==> src/rtl/fixed_point_mul_pipe.sv <==
// Three-stage pipelined signed fixed-point multiplier with valid/ready flow control,
// per-transaction round/saturate modes. Define FXP_MUL_OVF_CNT_EN to add the ovf_count output.
module fixed_point_mul_pipe #(
  parameter int unsigned INT_A    = 4,
  parameter int unsigned FRAC_A   = 12,
  parameter int unsigned INT_B    = 4,
  parameter int unsigned FRAC_B   = 12,
  parameter int unsigned INT_OUT  = 4,
  parameter int unsigned FRAC_OUT = 12
) (
  input  logic                          clk,
  input  logic                          rst,
  input  logic                          in_valid,
  output logic                          in_ready,
  input  logic [INT_A+FRAC_A-1:0]       a,
  input  logic [INT_B+FRAC_B-1:0]       b,
  input  logic                          round_en,
  input  logic                          sat_en,
  output logic                          out_valid,
  input  logic                          out_ready,
  output logic [INT_OUT+FRAC_OUT-1:0]   product,
  output logic                          overflow,
  output logic                          inexact
`ifdef FXP_MUL_OVF_CNT_EN
  ,
  output logic [15:0]                   ovf_count
`endif
);

  localparam int unsigned WA  = INT_A + FRAC_A;
  localparam int unsigned WB  = INT_B + FRAC_B;
  localparam int unsigned WO  = INT_OUT + FRAC_OUT;
  localparam int unsigned PW  = WA + WB;
  localparam int unsigned FP  = FRAC_A + FRAC_B;
  localparam int unsigned SHL = (FRAC_OUT >= FP) ? FRAC_OUT - FP : 0;
  localparam int unsigned SHR = (FRAC_OUT >= FP) ? 0 : FP - FRAC_OUT;
  // One guard bit above the aligned product keeps the rounding add from wrapping.
  localparam int unsigned EW0 = PW + SHL + 1;
  localparam int unsigned EW  = (EW0 > WO + 1) ? EW0 : WO + 1;

  logic                 w_adv;
  logic signed [WA-1:0] r_a;
  logic signed [WB-1:0] r_b;
  logic                 r_rnd1, r_sat1, r_v1;
  logic signed [PW-1:0] w_ma, w_mb;
  logic signed [PW-1:0] r_p;
  logic                 r_rnd2, r_sat2, r_v2;
  logic signed [EW-1:0] w_pext, w_r;
  logic                 w_inexact, w_ovf;
  logic [WO-1:0]        w_res;

  assign w_adv    = ~out_valid | out_ready;
  assign in_ready = w_adv;

  always_ff @(posedge clk) begin
    if (rst) begin
      r_v1   <= 1'b0;
      r_a    <= '0;
      r_b    <= '0;
      r_rnd1 <= 1'b0;
      r_sat1 <= 1'b0;
    end else if (w_adv) begin
      r_v1   <= in_valid;
      r_a    <= a;
      r_b    <= b;
      r_rnd1 <= round_en;
      r_sat1 <= sat_en;
    end
  end

  assign w_ma = PW'(r_a);
  assign w_mb = PW'(r_b);

  always_ff @(posedge clk) begin
    if (rst) begin
      r_v2   <= 1'b0;
      r_p    <= '0;
      r_rnd2 <= 1'b0;
      r_sat2 <= 1'b0;
    end else if (w_adv) begin
      r_v2   <= r_v1;
      r_p    <= w_ma * w_mb;
      r_rnd2 <= r_rnd1;
      r_sat2 <= r_sat1;
    end
  end

  assign w_pext = EW'(r_p);

  generate
    if (SHR == 0) begin : g_align_left
      assign w_r       = w_pext <<< SHL;
      assign w_inexact = 1'b0;
    end else begin : g_align_right
      logic signed [EW-1:0] w_half;
      assign w_half    = r_rnd2 ? (EW'(1) << (SHR - 1)) : '0;
      assign w_inexact = |r_p[SHR-1:0];
      assign w_r       = (w_pext + w_half) >>> SHR;
    end
  endgenerate

  // Fits in WO bits exactly when every bit from the result sign upward agrees.
  assign w_ovf = ~((&w_r[EW-1:WO-1]) | ~(|w_r[EW-1:WO-1]));

  always_comb begin
    w_res = w_r[WO-1:0];
    if (w_ovf && r_sat2) begin
      w_res = w_r[EW-1] ? {1'b1, {(WO-1){1'b0}}} : {1'b0, {(WO-1){1'b1}}};
    end
  end

  always_ff @(posedge clk) begin
    if (rst) begin
      out_valid <= 1'b0;
      product   <= '0;
      overflow  <= 1'b0;
      inexact   <= 1'b0;
    end else if (w_adv) begin
      out_valid <= r_v2;
      product   <= w_res;
      overflow  <= w_ovf;
      inexact   <= w_inexact;
    end
  end

`ifdef FXP_MUL_OVF_CNT_EN
  logic [15:0] r_ovf_cnt;

  always_ff @(posedge clk) begin
    if (rst) begin
      r_ovf_cnt <= '0;
    end else if (out_valid && out_ready && overflow && (r_ovf_cnt != 16'hFFFF)) begin
      r_ovf_cnt <= r_ovf_cnt + 16'd1;
    end
  end

  assign ovf_count = r_ovf_cnt;
`endif

endmodule

==> config.mk <==
export PLATFORM = sky130hd
export DESIGN_NAME = fixed_point_mul_pipe
export DESIGN_NICKNAME = d
export VERILOG_FILES = /design/src/rtl/fixed_point_mul_pipe.sv
export SDC_FILE = /design/constraint.sdc
export NUM_CORES = 1
export LEC_CHECK = 0
export BUFFER_PORTS_ARGS = -buffer_cell sky130_fd_sc_hd__buf_2
export CAP_MARGIN = 20
export CORE_UTILIZATION = 35
export DETAILED_ROUTE_END_ITERATION = 12
export GPL_TIMING_DRIVEN = 0
export MAX_ROUTING_LAYER = met4
export SLEW_MARGIN = 5
export SYNTH_ARGS = -nofsm -noshare
export SYNTH_HDL_FRONTEND = slang
export SYNTH_SLANG_ARGS = --single-unit
==> constraint.sdc <==
create_clock -name clk -period 7.81 [get_ports clk]
set_input_delay 0.781 -clock clk [delete_from_list [all_inputs] [get_ports clk]]
set_output_delay 0.781 -clock clk [all_outputs]
set_load 0.03 [all_outputs]
After elaboration in Yosys (flattened, before gate mapping)

Index checks and enable logic that the tools add are counted.

Word-level logic and storage cells: 27
Input port bits: 38
Output and inout bits: 20
Register bits after elaboration: 89

Add/sub/neg operators: 1
$mul: 1
Multiplexer cells: 3
Bitwise gates (word level): 5
Reductions and logical operators: 4

Operators by type and width:

| operator          | number |
|---|---|
| $add 32x13->33    | 1 |
| $mul 16x16->32    | 1 |
| $mux 16           | 2 |
| $mux 12           | 1 |
| $reduce_or 12->1  | 1 |
| $reduce_and 6->1  | 1 |
| $reduce_or 6->1   | 1 |
| $not 1->1         | 3 |
| $or 1x1->1        | 2 |
| $logic_and 1x1->1 | 1 |

Longest topological paths before layout

Gate-level depths: netlist of run 1.

Word-level depth: 8
Mapped depth: 25

Worst setup path before layout of run 1

Ideal clock, no wire load.

Path type: register to register
Start: register r_a[15]
End: register r_p[31]
Required time: 7,688 ps
Data arrival time: 6,114 ps
Setup slack: 1,574 ps
Buffers on the path: 1
Cell stages (with the launch flop): 21
Library setup time: 122 ps
Path through: dfxtp_1 -> clkbuf_1 -> nand2_1 -> inv_1 -> fa_1 -> fa_1 -> fa_1 -> fa_1 -> fa_1 -> inv_1 -> fa_1 -> inv_1 -> ha_1 -> a21o_1 -> and2_1 -> or2_2 -> a21oi_1 -> o31ai_2 -> a211oi_1 -> o21ai_0 -> a221o_1

Cells in the longest elaborated chain, start to end: 1

Ends and longest elaborated chain:

| item                   | line | source |
|---|---|---|
| start, declared        | 42   | `logic signed [WA-1:0] r_a;` |
| start signal, assigned | 58   | `r_a <= '0;` |
| start signal, assigned | 64   | `r_a <= a;` |
| $mul 16x16->32         | 82   | `r_p <= w_ma * w_mb;` |
| end signal, assigned   | 82   |  |
| end, declared          | 46   | `logic signed [PW-1:0] r_p;` |

Every way passes these cells.
A chain may end at the register's enable or synchronous reset.

Worst setup path after layout of run 1

Ends and elaborated chain as after synthesis.

==> results of run 1 <==
-- synth_stat cells, drive strengths merged (14+ instances only) --
cell	n
a21oi	82
and2	115
clkbuf	65
dfxtp	89
fa	262
ha	83
inv	329
nand2	257
nand3	20
nor2	47
nor3	28
o21ai	21
xnor2	27
xor2	14
-- final timing paths --
path | start | to
worst max-delay path | r_a[15]$_SDFFE_PP0P_ | r_p[31]$_SDFFE_PP0P_
worst min-delay path | r_p[7]$_SDFFE_PP0P_ | r_p[7]$_SDFFE_PP0P_
worst max register to register | r_a[15]$_SDFFE_PP0P_ | r_p[31]$_SDFFE_PP0P_
worst min register to register | r_p[7]$_SDFFE_PP0P_ | r_p[7]$_SDFFE_PP0P_
-- cell type report --
cell class	count	area [um^2]
Timing Repair Buffer	57	285.3
Fill cell	3888	23120
Multi-Input combinational cell	1081	10270
Sequential cell	89	1782
Clock buffer	9	225.2
Buffer	73	285.3
Clock inverter	7	86.33
Inverter	330	1239
Tap cell	511	639.4
-- placed cells by master (no fill, tap or decap), types with 4 or more instances in the layout --
| master | count |
|---|---|
| inv_1 | 329 |
| fa_1 | 262 |
| nand2_1 | 257 |
| and2_1 | 115 |
| dfxtp_1 | 89 |
| ha_1 | 83 |
| a21oi_1 | 82 |
| clkbuf_1 | 63 |
| buf_2 | 58 |
| nor2_1 | 47 |
| nor3_1 | 28 |
| xnor2_1 | 27 |
| nand3_1 | 20 |
| o21ai_0 | 20 |
| xor2_1 | 14 |
| nand2b_1 | 9 |
| nand4_1 | 9 |
| clkbuf_16 | 9 |
| a21o_1 | 8 |
| a211oi_1 | 7 |
| a31oi_1 | 7 |
| buf_1 | 6 |
| o211ai_1 | 6 |
| a211o_2 | 6 |
| or3_1 | 5 |
| and3_1 | 5 |
| o21a_1 | 4 |
| nor4_1 | 4 |
-- worst reg2reg max path, cell delays in order, from the launching register on --
cell and delay [ns]:
dfxtp_1 0.59, clkbuf_1 0.49, nand2_1 0.19, inv_1 0.16
fa_1 0.56, fa_1 0.86, fa_1 0.53, fa_1 0.51
fa_1 0.49, inv_1 0.05, fa_1 0.47, inv_1 0.04
ha_1 0.35, a21o_1 0.20, and2_1 0.18, or2_2 0.27
a21oi_1 0.22, o31ai_2 0.16, a211oi_1 0.45, o21ai_0 0.18
a221o_1 0.33
-- registers in the layout (all words and copies together) (netlist names) --
| signal | flops |
|---|---|
| r_p | 32 |
| product | 16 |
| r_a | 16 |
| r_b | 16 |
| inexact | 1 |
| out_valid | 1 |
| overflow | 1 |
| r_rnd1 | 1 |
| r_rnd2 | 1 |
| r_sat1 | 1 |
| r_sat2 | 1 |
| r_v1 | 1 |
| r_v2 | 1 |
-- through the flow --
step                cells  worst slack [ns]  cell area, um^2  util [%]  hold slack (ns)
floorplan            1573             1.574            13570         -           0.4315
global placement     2141            0.5709            14500     38.22           0.4411
detailed placement   2141            0.5220            14500     38.22           0.4441
CTS                  2157            0.5029            14810     39.04           0.4553
global route         2157            0.1097            14810     39.04           0.4776
finish               2157            0.4124            14810     39.04           0.4537
-- report_power, final --
part           internal, uW  switching [uW]  total (uW)
Combinational           738            1070        1800
Sequential              548             109         656
Clock                   229             235         464
-- kinds of logic after synthesis --
kind of cell,after synthesis,share of synthesized area (%)
simple gates,520,18.31
buf+inv,403,11.23
fa+ha+maj,345,46.30
compound gates,173,8.242
flops,89,13.13
xor+xnor,41,2.646
mux,2,0.1475
-- metal layers --
layer  track usage (%)  wire (um)  vias to the layer above
li1                  -          -                     4926
met1             27.22      16360                     5450
met2             34.54      17720                      278
met3             4.086       2309                       34
met4             4.302        605                        0
met5                 -          0                        -
==> results.md, run 1 <==
- Grt ovf: 0
- Antenna cells: 0
- Worst EP arrival: between 7 and 8 ns
- Initial antenna violation count: 1
- Cell Pwr Density: 197.5 mW/mm^2
- DR iter-0 viols: approximately 600
- DR vias: 10690
- Power consumption: roughly 2900 uW
- Hold depth: 2
- Status: complete, no violations
- Reg2Reg Setup Slack: about 0.41 ns
- Final WL: around 37000 um
- Number of global-route vias before repair: about 11000
- CP required: roughly 8 ns
- Rel. slew slack: 49.28%
- Synthesized flop and latch total: 89
- 1st-pass router iterations: 5
- Die Height: 198.9 um
- CP top delay family: adder cells
- Synth area leaders: fa_1, dfxtp_1, inv_1, ha_1, nand2_1
- Antenna-violating nets left: 0
- Crit path buffers/inverters: 4
- Syn_nets: between 1500 and 2000
- Fin Setup TNS: 0 ns
- Critical Path Start Type: flop
- EDFF count, synth: 0
- Slew @ Worst Pin: between 0.7 and 0.8 ns
- Starting density of the core: between 30 and 40%
- CP Capture Type: flop
- Die area: 0.03957 mm^2
- Synth area leader: fa_1
- Setup-failing EPs final: 0
- CP Max Fanout: 10
- Syn Area/Cell: 8.628 um^2
- Reg2Reg Depth: 20
- Worst setup path class: flop to flop
- Clk slew on worst S/H paths: 0.08 ns
- Layout cells sized above 1: about 5.6%
- TritonCTS Buffers: 9
- Final Hold Fails: 0
- CTS tree: done
- Area growth syn-to-layout: 9.109%
- Cts hold-fix bufs: 0
- Rows: between 70 and 80
- Maximum clock rate: 0.1352 GHz
- VDD IR-drop max: ~150 uV
- Number of distinct library cells after synthesis: 67
- Gate Count Post-Synth: roughly 1600
- Core box area: approximately 0.038 mm^2
- Main synth FF type: dfxtp_1
- Worst Skew: roughly 0.017 ns
- Clock Latency Late Sink: 0.37 ns
- Num Clock Sinks: between 80 and 90
- Top cell type's share of synthesized area: about two fifths
- Port Buffers: 57
- Vias per cell: ~5
- Leak: roughly 0.0072 uW
- Ports: 58
- Tot GR Track Use: 21.14%
- CTS root buf: clkbuf_16
- Max Cap Viol: 0
- Max Root-Sink Buffers: 2
- Yosys warns: 0
- Post-CTS Resized: 0
- Hpwl dp: about 30000 um
- DR WL/cell: ~17 um
- Hold Crit Class: flop to flop
- RD Place Congestion: approximately 0.95
- Die X: around 200 um
- Crit-path cells: clkbuf_1 -> nand2_1 -> inv_1 -> fa_1 -> fa_1 -> fa_1 -> fa_1 -> fa_1 -> inv_1 -> fa_1 -> inv_1 -> ha_1 -> a21o_1 -> and2_1 -> or2_2 -> a21oi_1 -> o31ai_2 -> a211oi_1 -> o21ai_0 -> a221o_1
- RSZ-0062 raised after global routing: no
- Cell mode on critical path: fa_1
- Cell area after synthesis: around 0.014 mm^2
- Final #Nets: between 2000 and 2500
- Final worst path period need: between 7 and 8 ns
- WP depth: 20
- # Post-CTS Setup Buffers: 0
- Fraction of registers with async set/reset: 0%
- Final critical-path share of the clock period: approximately 95%
- H-tree levels: 3
- DR DRC count: 0
- Slowest library cell on the worst path: fa_1
- Max incr delay on CP: roughly 0.86 ns
- Post-synthesis sequential area ratio: between 10% and 20%
- First-pass GRT wire length: 61490 um
- Pin count of the biggest net entering global routing: 20
- Final Max Slew Viols: 0
Note: power is estimated with default switching activity, not from simulation.
==> run 2: changes to the inputs <==
--- a/config.mk
+++ b/config.mk
@@ -7,6 +7,7 @@
 export LEC_CHECK = 0
 export BUFFER_PORTS_ARGS = -buffer_cell sky130_fd_sc_hd__buf_2
 export CAP_MARGIN = 20
+export CORE_ASPECT_RATIO = 0.6
 export CORE_UTILIZATION = 35
 export DETAILED_ROUTE_END_ITERATION = 12
 export GPL_TIMING_DRIVEN = 0
==> run 2 against run 1 <==
Net effect:
- via count grew 0.54%
- power is 3.1% higher
- non-clock buffer count decreased by 1
- first-iteration DRC count increased by 46%
- clock skew is 0.0049 ns lower
- global-route usage is 0.89 points higher
- fmax down 1.9%
- setup slack worse by 0.14 ns
- largest power group unchanged
- cell count hardly changed
- hold slack got worse by 0.00098 ns
- register-to-register slack got worse by 0.14 ns
==> results.md, run 2 (same netlist as run 1, synthesis figures left out) <==
- Num Clock Sinks: 89
- Final critical-path share of the clock period: 96.53%
- DR DRC count: 0
- Cell Pwr Density: ~200 mW/mm^2
- GRT Max-Usage Layer: met1
- FF/Latch Area: about 0.0018 mm^2
- Initial antenna violation count: 2
- Core box area: 0.03792 mm^2
- Area growth syn-to-layout: 9.146%
- CTS tree: done
- Fin Setup TNS: 0 ns
- Die Height: about 150 um
- Port Buffers: 57
- Antenna-violating nets left: 0
- Final instance area: roughly 0.015 mm^2
- Maximum clock rate: between 0.1 and 0.15 GHz
- Reg with most FFs: r_p
- Slew @ Worst Pin: 0.9033 ns
- Utilization after layout: about two fifths
- FF-to-FF Start: r_a[7]$_SDFFE_PP0P_
- Power consumption: ~3000 uW
- RSZ-0062 raised after global routing: no
- Multi-input gate area: ~0.010 mm^2
- Tot GR Track Use: between 20 and 25%
- Layout cells sized above 1: between 5 and 6%
- Setup-failing EPs final: 0
- Critical Path Start Type: flop
- CTS root buf: clkbuf_16
- Starting density of the core: a little over a third
- Hold Crit Class: flop to flop
- Worst EP arrival: about 8 ns
- RD Place Congestion: 0.9663
- Number of global-route vias before repair: approximately 11000
- CP required: slightly above 8 ns
- M1 GR Usage: approximately a third
- Crit path capture: r_p[31]$_SDFFE_PP0P_
- 1st-pass router iterations: 7
- Worst setup path class: flop to flop
- CP Capture Type: flop
- Status: complete, no violations
- DR iter-0 viols: 862
- First-pass GRT wire length: between 60000 and 70000 um
- Met2 Usage GRT: a little under a third
- Antenna cells: 0
- Clk slew on worst S/H paths: 0.08 ns
- Max Root-Sink Buffers: 2
- Rel. slew slack: 39.78%
- Final Hold Fails: 0
- DR WL/cell: 18.56 um
- Cts hold-fix bufs: 0
- Vias per cell: about 5.0
- Leak: just over 0.007 uW
- DR vias: around 11000
- CP Max Fanout: 10
- Post-DP Area: about 0.014 mm^2
- Most frequent cells in the layout: inv_1, fa_1, nand2_1
- H-tree levels: 3
- Grt ovf: 0
- Pin count of the biggest net entering global routing: 17
- VDD IR-drop max: around 190 uV
- Final worst path period need: roughly 7.5 ns
- Die area: between 0.03 and 0.04 mm^2
- Max Cap Viol: 0
- Clock Latency Late Sink: approximately 0.37 ns
- TritonCTS Buffers: 9
- Fill cells: between 3000 and 4000
- Worst Skew: 0.01250 ns
- Crit Reg-Reg Endpoint: r_p[31]$_SDFFE_PP0P_
- Die X: 256.2 um
- Reg2Reg Setup Slack: between 0.2 and 0.3 ns
- Met3 GRT Util: 6.014%
- Final Max Slew Viols: 0
- Reg2Reg Depth: 22
- Max reg flops: 32
- Rows: 55
- Commonest non-fill, non-tap cell in the layout: inv_1
- Hpwl dp: ~33000 um
- Critical Path Source: r_a[7]$_SDFFE_PP0P_
- Final WL: around 40000 um
- Ports: 58
- Final #Nets: 2023
## run 2: per-stage QoR
| stage | setup WS (ns) | std cells | hold slack, ns |
|---|---|---|---|
| global route | 0.009883 | 2158 | 0.4802 |
| CTS | 0.2129 | 2159 | 0.4545 |
| global placement | 0.3331 | 2143 | 0.4407 |
| detailed placement | 0.2698 | 2143 | 0.4467 |
| floorplan | 1.574 | 1573 | 0.4315 |
| finish | 0.2711 | 2158 | 0.4527 |
## run 2: how the worst min path moves through the flow
stage | startpoint | cells past startpoint | endpoint
after floorplan | r_p[3]$_SDFFE_PP0P_ | 2 | r_p[3]$_SDFFE_PP0P_
after global placement | r_v2$_SDFFE_PP0P_ | 2 | r_v2$_SDFFE_PP0P_
after detailed placement | r_p[6]$_SDFFE_PP0P_ | 2 | r_p[6]$_SDFFE_PP0P_
after CTS | r_p[6]$_SDFFE_PP0P_ | 2 | r_p[6]$_SDFFE_PP0P_
after global routing | r_p[6]$_SDFFE_PP0P_ | 2 | r_p[6]$_SDFFE_PP0P_
final | r_p[6]$_SDFFE_PP0P_ | 2 | r_p[6]$_SDFFE_PP0P_
## run 2: repair_timing
item	4_1_cts	5_1_grt
gates resized for setup	0	1
buffers inserted	0	0
endpoints found under the setup margin	0	2
## run 2: worst max-delay path, stage by stage (launching register included)
cell and delay [ns]:
dfxtp_1 0.67, clkbuf_1 0.73, nand2_1 0.18, fa_1 0.56, inv_1 0.05, fa_1 0.51
inv_1 0.06, fa_1 0.53, inv_1 0.05, fa_1 0.48, fa_1 0.50, inv_1 0.05
fa_1 0.47, inv_1 0.04, ha_1 0.35, a21oi_1 0.22, o2111ai_1 0.15, a41o_1 0.32
a21oi_1 0.31, o31ai_2 0.18, a211oi_1 0.48, o21ai_0 0.20, a221o_1 0.34
## run 2: final cells by class
type | count | area share (%)
Tap cell | 513 | 4.333
Clock inverter | 6 | 0.5152
Sequential cell | 89 | 12.03
Inverter | 330 | 8.362
Multi-Input combinational cell | 1081 | 69.32
Timing Repair Buffer | 57 | 1.926
Clock buffer | 10 | 1.613
Buffer | 72 | 1.900
## run 2: power by group
group          internal (uW)  switching, uW
Combinational            750           1130
Sequential               548            114
Clock                    262            212
Total                   1560           1460
## run 2: metal layers
metal | wire [um] | vias up
li1 | - | 4932
met1 | 19630 | 5412
met5 | 0 | -
met2 | 16240 | 377
met3 | 3916 | 25
met4 | 276 | 0
